## config.mk

```make
export PLATFORM = sky130hd
export DESIGN_NAME = instr_fetch
export DESIGN_NICKNAME = d
export VERILOG_FILES = /design/src/rtl/instr_fetch_pkg.sv /design/src/rtl/instr_fetch_watchdog.sv /design/src/rtl/instr_fetch.sv
export SDC_FILE = /design/constraint.sdc
export NUM_CORES = 1
export LEC_CHECK = 0
export ABC_AREA = 0
export ABC_CLOCK_PERIOD_IN_PS = 2200
export CORE_UTILIZATION = 45
export CTS_CLUSTER_DIAMETER = 100
export DETAILED_ROUTE_END_ITERATION = 8
export GPL_ROUTABILITY_DRIVEN = 0
export PLACE_DENSITY = 0.76
export SETUP_SLACK_MARGIN = 0.15
export SYNTH_ARGS = -nofsm -noshare
export SYNTH_HDL_FRONTEND = slang
export SYNTH_HIERARCHICAL = 1
export SYNTH_SLANG_ARGS = --single-unit
```

## constraint.sdc

```tcl
create_clock -name clk -period 2.2 [get_ports clk]
set_clock_uncertainty 0.2 [all_clocks]
set_input_delay 0.33 -clock clk [delete_from_list [all_inputs] [get_ports clk]]
set_output_delay 0.33 -clock clk [all_outputs]
set_load 0.01 [all_outputs]
```

## src/rtl/instr_fetch_pkg.sv

```systemverilog
// Shared fetch-stage types and defaults: state encoding, reset PC, NOP word, timeout limit.
package instr_fetch_pkg;

  typedef enum logic [1:0] {
    FETCH_ST_IDLE = 2'd0,
    FETCH_ST_REQ  = 2'd1,
    FETCH_ST_HOLD = 2'd2
  } fetch_state_t;

  localparam logic [31:0] RESET_PC_VAL       = 32'h0000_0000;
  localparam logic [31:0] NOP_INSTR_VAL      = 32'h0000_0013;
  localparam int          TIMEOUT_CYCLES_DEF = 16;

  // Instruction fetches are always word aligned; low bits are dropped, never trapped.
  function automatic logic [31:0] word_align(input logic [31:0] addr);
    return addr & 32'hFFFF_FFFC;
  endfunction

endpackage

```

## src/rtl/instr_fetch_watchdog.sv

```systemverilog
// Stall counter for an outstanding fetch; o_expired pulses on the stall cycle that hits LIMIT.
module instr_fetch_watchdog #(
  parameter int LIMIT = 16
) (
  input  logic clk,
  input  logic rst,
  input  logic i_clear,
  input  logic i_count,
  output logic o_expired
);
  localparam int CW = $clog2(LIMIT + 1);

  logic [CW-1:0] r_count;

  always_ff @(posedge clk) begin
    if (rst || i_clear) begin
      r_count <= '0;
    end else if (i_count) begin
      r_count <= r_count + CW'(1);
    end
  end

  // The current stall cycle is number r_count+1, so expiry fires when it equals LIMIT.
  assign o_expired = i_count && (r_count == CW'(LIMIT - 1));

endmodule

```

## src/rtl/instr_fetch.sv

```systemverilog
// Fetch stage: one memory read per fetch_stage high period, PC redirects, stable instr/pc hold.
// Optional FETCH_TIMEOUT_EN macro adds a stall watchdog that substitutes a NOP on timeout.
module instr_fetch
  import instr_fetch_pkg::*;
#(
  parameter logic [31:0] RESET_PC  = RESET_PC_VAL,
  parameter logic [31:0] NOP_INSTR = NOP_INSTR_VAL
`ifdef FETCH_TIMEOUT_EN
  , parameter int TIMEOUT_CYCLES = TIMEOUT_CYCLES_DEF
`endif
) (
  input  logic        clk,
  input  logic        rst,
  input  logic        fetch_stage,
  input  logic        pc_load,
  input  logic [31:0] pc_target,
  output logic        mem_req,
  output logic [31:0] mem_addr,
  input  logic        mem_ready,
  input  logic [31:0] mem_rdata,
  output logic [31:0] instr,
  output logic [31:0] pc,
  output logic        instr_valid,
  output logic        busy,
  output logic        fetch_timeout
);

  fetch_state_t r_state;
  logic [31:0]  r_fetch_addr, r_mem_addr, r_pc, r_instr, r_pend_addr;
  logic         r_mem_req, r_instr_valid, r_busy, r_timeout, r_armed, r_pend_valid;

  logic [31:0]  w_target, w_next_fetch;
  logic         w_in_req, w_accept, w_timeout, w_done;

  assign w_target = word_align(pc_target);
  assign w_in_req = (r_state == FETCH_ST_REQ);
  assign w_accept = fetch_stage && r_armed && !w_in_req;

`ifdef FETCH_TIMEOUT_EN
  instr_fetch_watchdog #(
    .LIMIT(TIMEOUT_CYCLES)
  ) u_watchdog (
    .clk      (clk),
    .rst      (rst),
    .i_clear  (w_accept),
    .i_count  (w_in_req && !mem_ready),
    .o_expired(w_timeout)
  );
`else
  assign w_timeout = 1'b0;
`endif

  assign w_done = w_in_req && (mem_ready || w_timeout);

  // A redirect arriving in the completion cycle beats any older pending one.
  assign w_next_fetch = pc_load      ? w_target    :
                        r_pend_valid ? r_pend_addr :
                                       r_mem_addr + 32'd4;

  always_ff @(posedge clk) begin
    if (rst) begin
      r_state       <= FETCH_ST_IDLE;
      r_fetch_addr  <= RESET_PC;
      r_mem_addr    <= RESET_PC;
      r_pc          <= RESET_PC;
      r_instr       <= NOP_INSTR;
      r_instr_valid <= 1'b0;
      r_mem_req     <= 1'b0;
      r_busy        <= 1'b0;
      r_timeout     <= 1'b0;
      r_armed       <= 1'b1;
      r_pend_valid  <= 1'b0;
      r_pend_addr   <= RESET_PC;
    end else begin
      if (!fetch_stage) begin
        r_armed <= 1'b1;
      end
      case (r_state)
        FETCH_ST_IDLE, FETCH_ST_HOLD: begin
          if (w_accept) begin
            // A redirect in the accept cycle steers this very fetch.
            r_mem_addr    <= pc_load ? w_target : r_fetch_addr;
            r_armed       <= 1'b0;
            r_mem_req     <= 1'b1;
            r_busy        <= 1'b1;
            r_instr_valid <= 1'b0;
            r_state       <= FETCH_ST_REQ;
          end else if (pc_load) begin
            r_fetch_addr <= w_target;
          end
        end
        FETCH_ST_REQ: begin
          if (w_done) begin
            r_instr       <= mem_ready ? mem_rdata : NOP_INSTR;
            r_pc          <= r_mem_addr;
            r_instr_valid <= 1'b1;
            r_mem_req     <= 1'b0;
            r_busy        <= 1'b0;
            r_fetch_addr  <= w_next_fetch;
            r_pend_valid  <= 1'b0;
            r_state       <= FETCH_ST_HOLD;
            if (!mem_ready) begin
              r_timeout <= 1'b1;
            end
          end else if (pc_load) begin
            r_pend_valid <= 1'b1;
            r_pend_addr  <= w_target;
          end
        end
        default: r_state <= FETCH_ST_IDLE;
      endcase
    end
  end

  assign mem_req       = r_mem_req;
  assign mem_addr      = r_mem_addr;
  assign instr         = r_instr;
  assign pc            = r_pc;
  assign instr_valid   = r_instr_valid;
  assign busy          = r_busy;
  assign fetch_timeout = r_timeout;

endmodule

```

==> impl_metrics.ini, run 1 <==
[run_status]
status = complete, no violations

[floorplan]
die_w_um = 127.8
rows = 45
coreArea_um2 = 15310
dieArea_um2 = 16340
ios = 169
dieHeight_um = 127.8
start_util_pct = 46.53

[sta]
period_minus_slack_ps = 2149
min_period_over_period_pct = 97.70
max_freq_mhz = 465.3
hold_slack_ps = 122.1
slew_headroom_pct = 70.27
setup_violations = 0
finalHoldViolations = 0
rsz0062_at_grt = true
timing.final.ws_setup_ps = 50.64
tightest_slew_ps = 443.2
slew_viol_final = 0

[layout]
finish.utilization_pct = 66.86
num_antenna_cells = 0
seq_area_um2 = 3346
area_growth_pct = 43.70
drive_above_1_share_pct = 14.72
multi_input_area_um2 = 3729
nets = 1151
fillers = 1271

[yosys]
yosysTopAreaCellShare_pct = 46.36
syn-mean-instance-area_um2 = 7.953
ys_warn_count = 6
syn-instance-count = 896
synth_common_cells = 234 x nand2_1, 165 x dfxtp_1, 102 x a21oi_1, 78 x nor2_1, 61 x clkbuf_1
synth_edf_count = 0
synthDistinctLibCells = 54
synth_nets = 966
synth.most_common_cell = nand2_1
ys_ff_latch = 165
seq_area_frac_synth_pct = 46.36
syn_area_um2 = 7126
async_flop_share_pct = 0
synth_top_cell_by_area = dfxtp_1
synth_ff_type = dfxtp_1
synthTopCellsByArea = dfxtp_1 46%, nand2_1 12%, a21oi_1 7.2%

[clock_network]
numCtsBuffers = 17
cts.reportedPaths.clkPinSlew_ps = 70
cts-hold-fix-buffers = 0
clk_latency_ps = 420
htree_levels = 4
cts_tree = done
root_buffer = clkbuf_16
cts_buffer_depth = 2
clock_sinks = 165

[detailed_routing]
drt_iter0_drc = 611
routed_via_density = 5.534
post-route-drc-count = 0
wl_um = 21490
routedWlPerCell_um = 16.46
drtAntennaViolNets = 0
num_vias = 7222
drt-pass1-iter-count = 6

[critical_path]
critPathMaxStageDelay_ps = 450
slowest_stage = or4_1
worstSetupPathType = reg -> reg
cp_cell_sequence = ha_4 -> nand4_1 -> or4_1 -> buf_6 -> nor4_4 -> xnor2_1 -> o41ai_1
cp_max_fo = 7
cp-end-kind = register
critPathRequiredTime_ps = 2330
cp-start-kind = register
critPathArrivalTime_ps = 2280

[run]
maxCapViolCount = 0

[hold_path]
min_path_type = in -> reg

[power_and_ir_drop]
ir_drop_mv = 0.5621
p_total_mw = 7.519
p_per_area_nw_per_um2 = 734.3
leakagePower_nw = 3.747

[place]
place_hpwl_um = 14730
dp_slack_ps = -54.45
port_buffers = 166

[grt]
grt_max_degree = 68
antenna_found_initial = 0
grt_pass1_vias = 6530
grt_pass1_wl_um = 33790
globalRoute.totalOverflow = 0
grt_usage_pct = 26.27
cell families (layout without fill, tap and decap cells):
family | Yosys count | after routing | synth area share [%]
compound gates | 228 | 228 | 20.70
xor+xnor | 25 | 25 | 3.073
fa+ha+maj | 1 | 1 | 0.1756
buf+inv | 79 | 277 | 4.267
flops | 165 | 165 | 46.36
mux | 25 | 25 | 3.529
simple gates | 373 | 373 | 21.90
where the power goes:
| group | internal (mW) | leakage [nW] | switching, mW |
|---|---|---|---|
| clock | 1.81 | 0.296 | 1.22 |
| sequential | 3.15 | 1.35 | 0.124 |
| combinational | 0.593 | 2.10 | 0.632 |
critical path: cells and delay by family, from the launching register on:
family	cells	cell delay, ps
buffers and inverters	1	160
AO/OA/AOI/OAI	1	230
XOR/XNOR	1	120
adder cells (fa/ha/maj)	1	140
AND/OR/NAND/NOR	3	830
flip-flops	1	370
per-stage QoR:
stage | setup TNS [ps] | area [um^2] | std cells
after detailed placement | -68.00 | 9442 | 1268
after floorplan | 0 | 7248 | 896
final | 0 | 10240 | 1305
after global routing | -93.47 | 10240 | 1305
after CTS | 0 | 10070 | 1301
after global placement | -14.36 | 9442 | 1268
layout make-up:
type | instances | area share, %
repair buffers | 238 | 22.18
well taps | 211 | 2.578
clock inverters | 10 | 1.161
multi-input cells | 652 | 36.41
flip-flops and latches | 165 | 32.67
inverters | 7 | 0.2566
clock buffers | 22 | 4.741
repair_timing:
item,in CTS,in global routing
pin swaps,2,11
resized for setup,10,25
endpoints found under the setup margin,13,20
setup buffers,1,4
registers in the layout, indices dropped and copies added (netlist names):
register / flops
instr: 32
busy: 1
instr_valid: 1
mem_addr: 32
r_pend_addr: 30
pc: 32
r_pend_valid: 1
r_state: 2
fetch_timeout: 1
r_fetch_addr: 32
r_armed: 1
worst paths after layout:
check	start	end	depth (start not counted)	slack, ps
setup / recovery	mem_addr[2]	r_fetch_addr[24]	7	50
hold / removal	rst	r_pend_addr[22]	2	120
setup reg to reg	mem_addr[2]	r_fetch_addr[24]	7	50
hold reg to reg	instr[25]	instr[25]	2	250
per-layer routing:
| metal | routed length, um | track usage [%] | vias to the layer above |
|---|---|---|---|
| li1 | - | - | 3505 |
| met1 | 9150 | 34.29 | 3342 |
| met2 | 10070 | 43.03 | 330 |
| met3 | 1831 | 5.384 | 45 |
| met4 | 437 | 9.273 | 0 |
| met5 | 0 | 0 | - |
layout by cell type, fill, tap and decap left out, types with 8 or more instances in the layout:
cell type	n
o21ai_0	14
nand3_1	8
nand2_1	233
clkdlybuf4s50_1	163
dfxtp_1	143
dfxtp_2	16
a311oi_1	16
xnor2_1	15
nor2_1	74
a21oi_1	102
buf_4	65
mux2i_1	24
a211oi_1	28
xor2_1	10
a221oi_1	10
clkbuf_16	18
o22ai_1	11
No activity file was read; power rests on OpenSTA's default activity.
==> run 2, diff against run 1 <==
--- a/config.mk
+++ b/config.mk
@@ -11,6 +11,7 @@
 export CTS_CLUSTER_DIAMETER = 100
 export DETAILED_ROUTE_END_ITERATION = 8
 export GPL_ROUTABILITY_DRIVEN = 0
+export HOLD_SLACK_MARGIN = 0.12
 export PLACE_DENSITY = 0.76
 export SETUP_SLACK_MARGIN = 0.15
 export SYNTH_ARGS = -nofsm -noshare
==> impl_metrics.ini, run 2 (synthesized netlist as in run 1, its figures left out) <==
[run_status]
status = complete, no violations

[hold_path]
hp-start = pc_load
min_path_type = in -> reg

[detailed_routing]
num_vias = 7212
routedWlPerCell_um = 16.45
routed_via_density = 5.522
drtAntennaViolNets = 0
post-route-drc-count = 0
wl_um = 21480
drt-pass1-iter-count = 5
drt_iter0_drc = 571

[floorplan]
die_w_um = 127.8
dieArea_um2 = 16340
dieHeight_um = 127.8
rows = 45
coreArea_um2 = 15310
start_util_pct = 46.53
ios = 169

[grt]
antenna_found_initial = 0
grt_usage_pct = 26.28
grt_pass1_vias = 6542
grt_max_degree = 68
grt_pass1_wl_um = 33820
globalRoute.totalOverflow = 0

[critical_path]
r2r_start = mem_addr[2]
cp_max_fo = 7
cp-endpoint = r_fetch_addr[24]
r2r-end = r_fetch_addr[24]
cp-end-kind = register
r2r_cells = 7
cp-start-kind = register
worstSetupPathType = reg -> reg
rrSetupSlack_ps = 40
critPathMaxStageDelay_ps = 460
critPathArrivalTime_ps = 2290
critPathRequiredTime_ps = 2330
slowest_stage = or4_1
crit_start = mem_addr[2]
cp_cell_sequence = ha_4 -> nand4_1 -> or4_1 -> buf_6 -> nor4_4 -> xnor2_1 -> o41ai_1

[layout]
nets = 1152
drive_above_1_share_pct = 14.70
num_antenna_cells = 0
fin_cells = 1306
area_growth_pct = 43.85
final_cell_mix = 233 x nand2_1, 163 x clkdlybuf4s50_1, 143 x dfxtp_1, 102 x a21oi_1, 74 x nor2_1
layout.cells.most_common = nand2_1
finish.utilization_pct = 66.93

[sta]
finalHoldViolations = 0
timing.final.ws_setup_ps = 40.99
slew_viol_final = 0
slew_headroom_pct = 70.00
period_minus_slack_ps = 2159
max_freq_mhz = 463.2
min_period_over_period_pct = 98.14
tightest_slew_ps = 450.0
setup_violations = 0
rsz0062_at_grt = true

[power_and_ir_drop]
p_per_area_nw_per_um2 = 734.6
p_total_mw = 7.529
ir_drop_mv = 0.5681
leakagePower_nw = 3.751

[clock_network]
root_buffer = clkbuf_16
cts.reportedPaths.clkPinSlew_ps = 70
cts_buffer_depth = 2
clk_latency_ps = 430
cts_tree = done
numCtsBuffers = 17
htree_levels = 4
clock_sinks = 165

[place]
dp_slack_ps = -54.45
place_hpwl_um = 14730
dp_cells = 1268
port_buffers = 166

[run]
maxCapViolCount = 0
## run 2: cell types whose count changed in the layout (fill, tap and decap cells not counted), sizes merged
cell,change
dlygate4sd3,+1
## run 2: worst min path at each step
| stage | endpoint | slack, ps | depth (start not counted) |
|---|---|---|---|
| 6_report | mem_addr[0] | 220 | 4 |
| 5_1_grt | mem_addr[0] | 250 | 4 |
| 4_1_cts | mem_addr[0] | 200 | 4 |
| 3_5_place_dp | r_pend_addr[28] | 240 | 2 |
| 3_3_place_gp | r_pend_addr[25] | 240 | 2 |
| 2_1_floorplan | r_armed | 220 | 1 |
## run 2: layout make-up
type	instances	area [um^2]
multi-input cells	652	3729
clock inverters	10	118.9
inverters	7	26.28
fillers	1270	5065
well taps	211	264.0
flip-flops and latches	165	3346
repair buffers	239	2281
clock buffers	22	485.5
## run 2: per-layer routing
| layer | GRT usage, % | up-vias | wire length, um |
|---|---|---|---|
| met5 | 0 | - | 0 |
| met4 | 9.273 | 0 | 376 |
| met3 | 5.384 | 36 | 1939 |
| met2 | 43.09 | 333 | 10060 |
| met1 | 34.29 | 3335 | 9102 |
| li1 | - | 3508 | - |
## run 2: through the flow
stage	instance area, um^2	hold WS [ps]	TNS, ps
finish	10250	216.4	0
global route	10250	253.4	-93.47
CTS	10080	202.1	0
detailed placement	9442	244.2	-68.00
global placement	9442	238.0	-14.36
floorplan	7248	216.9	0
## run 2: timing repair
action / CTS / global route
setup endpoints to repair: 13 / 20
hold buffers: 1 / 0
setup buffers: 1 / 4
endpoints found under the hold margin: 13 / 0
resized for setup: 10 / 25
pin swaps: 2 / 11
## run 2: critical path: cells and delay by family, from the launching register on
| family | cells | cell delay [ps] |
|---|---|---|
| buffers and inverters | 1 | 160 |
| flip-flops | 1 | 370 |
| XOR/XNOR | 1 | 120 |
| adder cells (fa/ha/maj) | 1 | 140 |
| AND/OR/NAND/NOR | 3 | 850 |
| AO/OA/AOI/OAI | 1 | 230 |
## run 2: where the power goes
group / switching, mW / internal, mW
clock network: 1.22 / 1.81
logic: 0.634 / 0.594
registers: 0.124 / 3.15
==> run 3, diff against run 2 <==
--- a/config.mk
+++ b/config.mk
@@ -7,12 +7,11 @@
 export LEC_CHECK = 0
 export ABC_AREA = 0
 export ABC_CLOCK_PERIOD_IN_PS = 2200
-export CORE_UTILIZATION = 45
+export CORE_UTILIZATION = 25
 export CTS_CLUSTER_DIAMETER = 100
 export DETAILED_ROUTE_END_ITERATION = 8
 export GPL_ROUTABILITY_DRIVEN = 0
 export HOLD_SLACK_MARGIN = 0.12
-export PLACE_DENSITY = 0.76
 export SETUP_SLACK_MARGIN = 0.15
 export SYNTH_ARGS = -nofsm -noshare
 export SYNTH_HDL_FRONTEND = slang
==> constraint.sdc (replaced) <==
create_clock -name clk -period 2.2 [get_ports clk]
set_clock_uncertainty 0.2 [all_clocks]
set_input_delay 0.22 -clock clk [delete_from_list [all_inputs] [get_ports clk]]
set_output_delay 0.22 -clock clk [all_outputs]
set_load 0.01 [all_outputs]
==> impl_metrics.ini, run 3 (synthesized netlist as in run 1, its figures left out) <==
[run_status]
status = complete, no violations

[grt]
grt_pass1_wl_um = 36040
antenna_found_initial = 0
grt_usage_pct = 15.93
grt_max_degree = 82
grt_pass1_vias = 6469
globalRoute.totalOverflow = 0

[power_and_ir_drop]
leakagePower_nw = 3.662
ir_drop_mv = 0.5321
p_total_mw = 7.446
p_per_area_nw_per_um2 = 715.8

[floorplan]
start_util_pct = 25.51
dieHeight_um = 170.8
ios = 169
dieArea_um2 = 29180
die_w_um = 170.8
coreArea_um2 = 27930
rows = 61

[detailed_routing]
routed_via_density = 4.793
drt-pass1-iter-count = 6
routedWlPerCell_um = 15.88
drtAntennaViolNets = 0
drt_iter0_drc = 488
num_vias = 7050
wl_um = 23360
post-route-drc-count = 0

[sta]
min_period_over_period_pct = 96.79
timing.final.ws_setup_ps = 70.64
rsz0062_at_grt = true
setup_violations = 0
tightest_slew_ps = 469.5
slew_viol_final = 0
finalHoldViolations = 0
slew_headroom_pct = 68.70
period_minus_slack_ps = 2129
max_freq_mhz = 469.6

[critical_path]
critPathArrivalTime_ps = 2260
slowest_stage = or4_4
cp_max_fo = 7
critPathRequiredTime_ps = 2330
worstSetupPathType = reg -> reg
cp-end-kind = register
critPathMaxStageDelay_ps = 540
critical_path_buf_inv_count = 1
cp_cell_sequence = ha_4 -> nand4_1 -> or4_4 -> buf_6 -> nor4_4 -> xnor2_1 -> o41ai_1
path_delay_family = simple AND/OR/NAND/NOR gates
cp-start-kind = register

[clock_network]
numCtsBuffers = 17
clock_sinks = 165
root_buffer = clkbuf_16
cts_tree = done
cts.reportedPaths.clkPinSlew_ps = 70
htree_levels = 4
clk_latency_ps = 420
cts_buffer_depth = 2

[layout]
drive_above_1_share_pct = 13.45
area_growth_pct = 45.99
num_antenna_cells = 0
final_cell_mix = 233 x nand2_1, 164 x clkdlybuf4s50_1, 150 x dfxtp_1, 102 x a21oi_1, 75 x nor2_1
fin_cells = 1471
layout.cells.most_common = nand2_1
nets = 1150

[place]
dp_slack_ps = 71.67
port_buffers = 166
place_hpwl_um = 15990
dp_cells = 1432

[run]
maxCapViolCount = 0

[hold_path]
min_path_type = in -> reg
-- run 3: worst paths after layout --
path                            cells past startpoint               end  slack, ps          start
worst max register to register                      7  r_fetch_addr[24]         70    mem_addr[2]
worst max-delay path                                7  r_fetch_addr[24]         70    mem_addr[2]
worst min register to register                      2         instr[14]        250      instr[14]
worst min-delay path                                3         instr[24]        140  mem_rdata[24]
-- run 3: where the power goes --
| group | switching (mW) | internal [mW] |
|---|---|---|
| clock | 1.24 | 1.71 |
| combinational | 0.639 | 0.595 |
| sequential | 0.122 | 3.14 |
-- run 3: through the flow --
step | setup TNS [ps] | area [um^2] | hold slack, ps | utilization, %
after detailed placement | 0 | 9653 | 243.1 | 34.56
after global placement | 0 | 9653 | 238.0 | 34.56
after floorplan | 0 | 7248 | 106.9 | -
final | 0 | 10400 | 141.8 | 37.24
after CTS | 0 | 10300 | 123.4 | 36.86
after global routing | -93.11 | 10400 | 140.2 | 37.24
-- run 3: final cells by class --
class / count / area, um^2
Fill cell: 2900 / 17530
Tap cell: 378 / 473.0
Inverter: 7 / 26.28
Multi-Input combinational cell: 652 / 3700
Sequential cell: 165 / 3339
Clock buffer: 21 / 450.4
Clock inverter: 11 / 125.1
Timing Repair Buffer: 237 / 2288
-- run 3: tightest hold or removal path, delay by kind of cell --
kind | cells | cell delay [ps]
simple gates | 1 | 50
compound gates | 1 | 50
buf+inv | 1 | 400
-- run 3: per-layer routing --
metal / GRT usage (%) / vias to the layer above / routed length, um
li1: - / 3504 / -
met1: 20.70 / 3316 / 10690
met2: 25.96 / 207 / 10840
met3: 4.071 / 23 / 1596
met4: 4.464 / 0 / 232
met5: 0 / - / 0
-- run 3: what timing repair did --
action	CTS	global route
buffers inserted	5	1
setup endpoints to repair	9	13
pin swaps	10	10
resized for setup	6	19
hold buffers	1	0
endpoints found under the hold margin	2	0
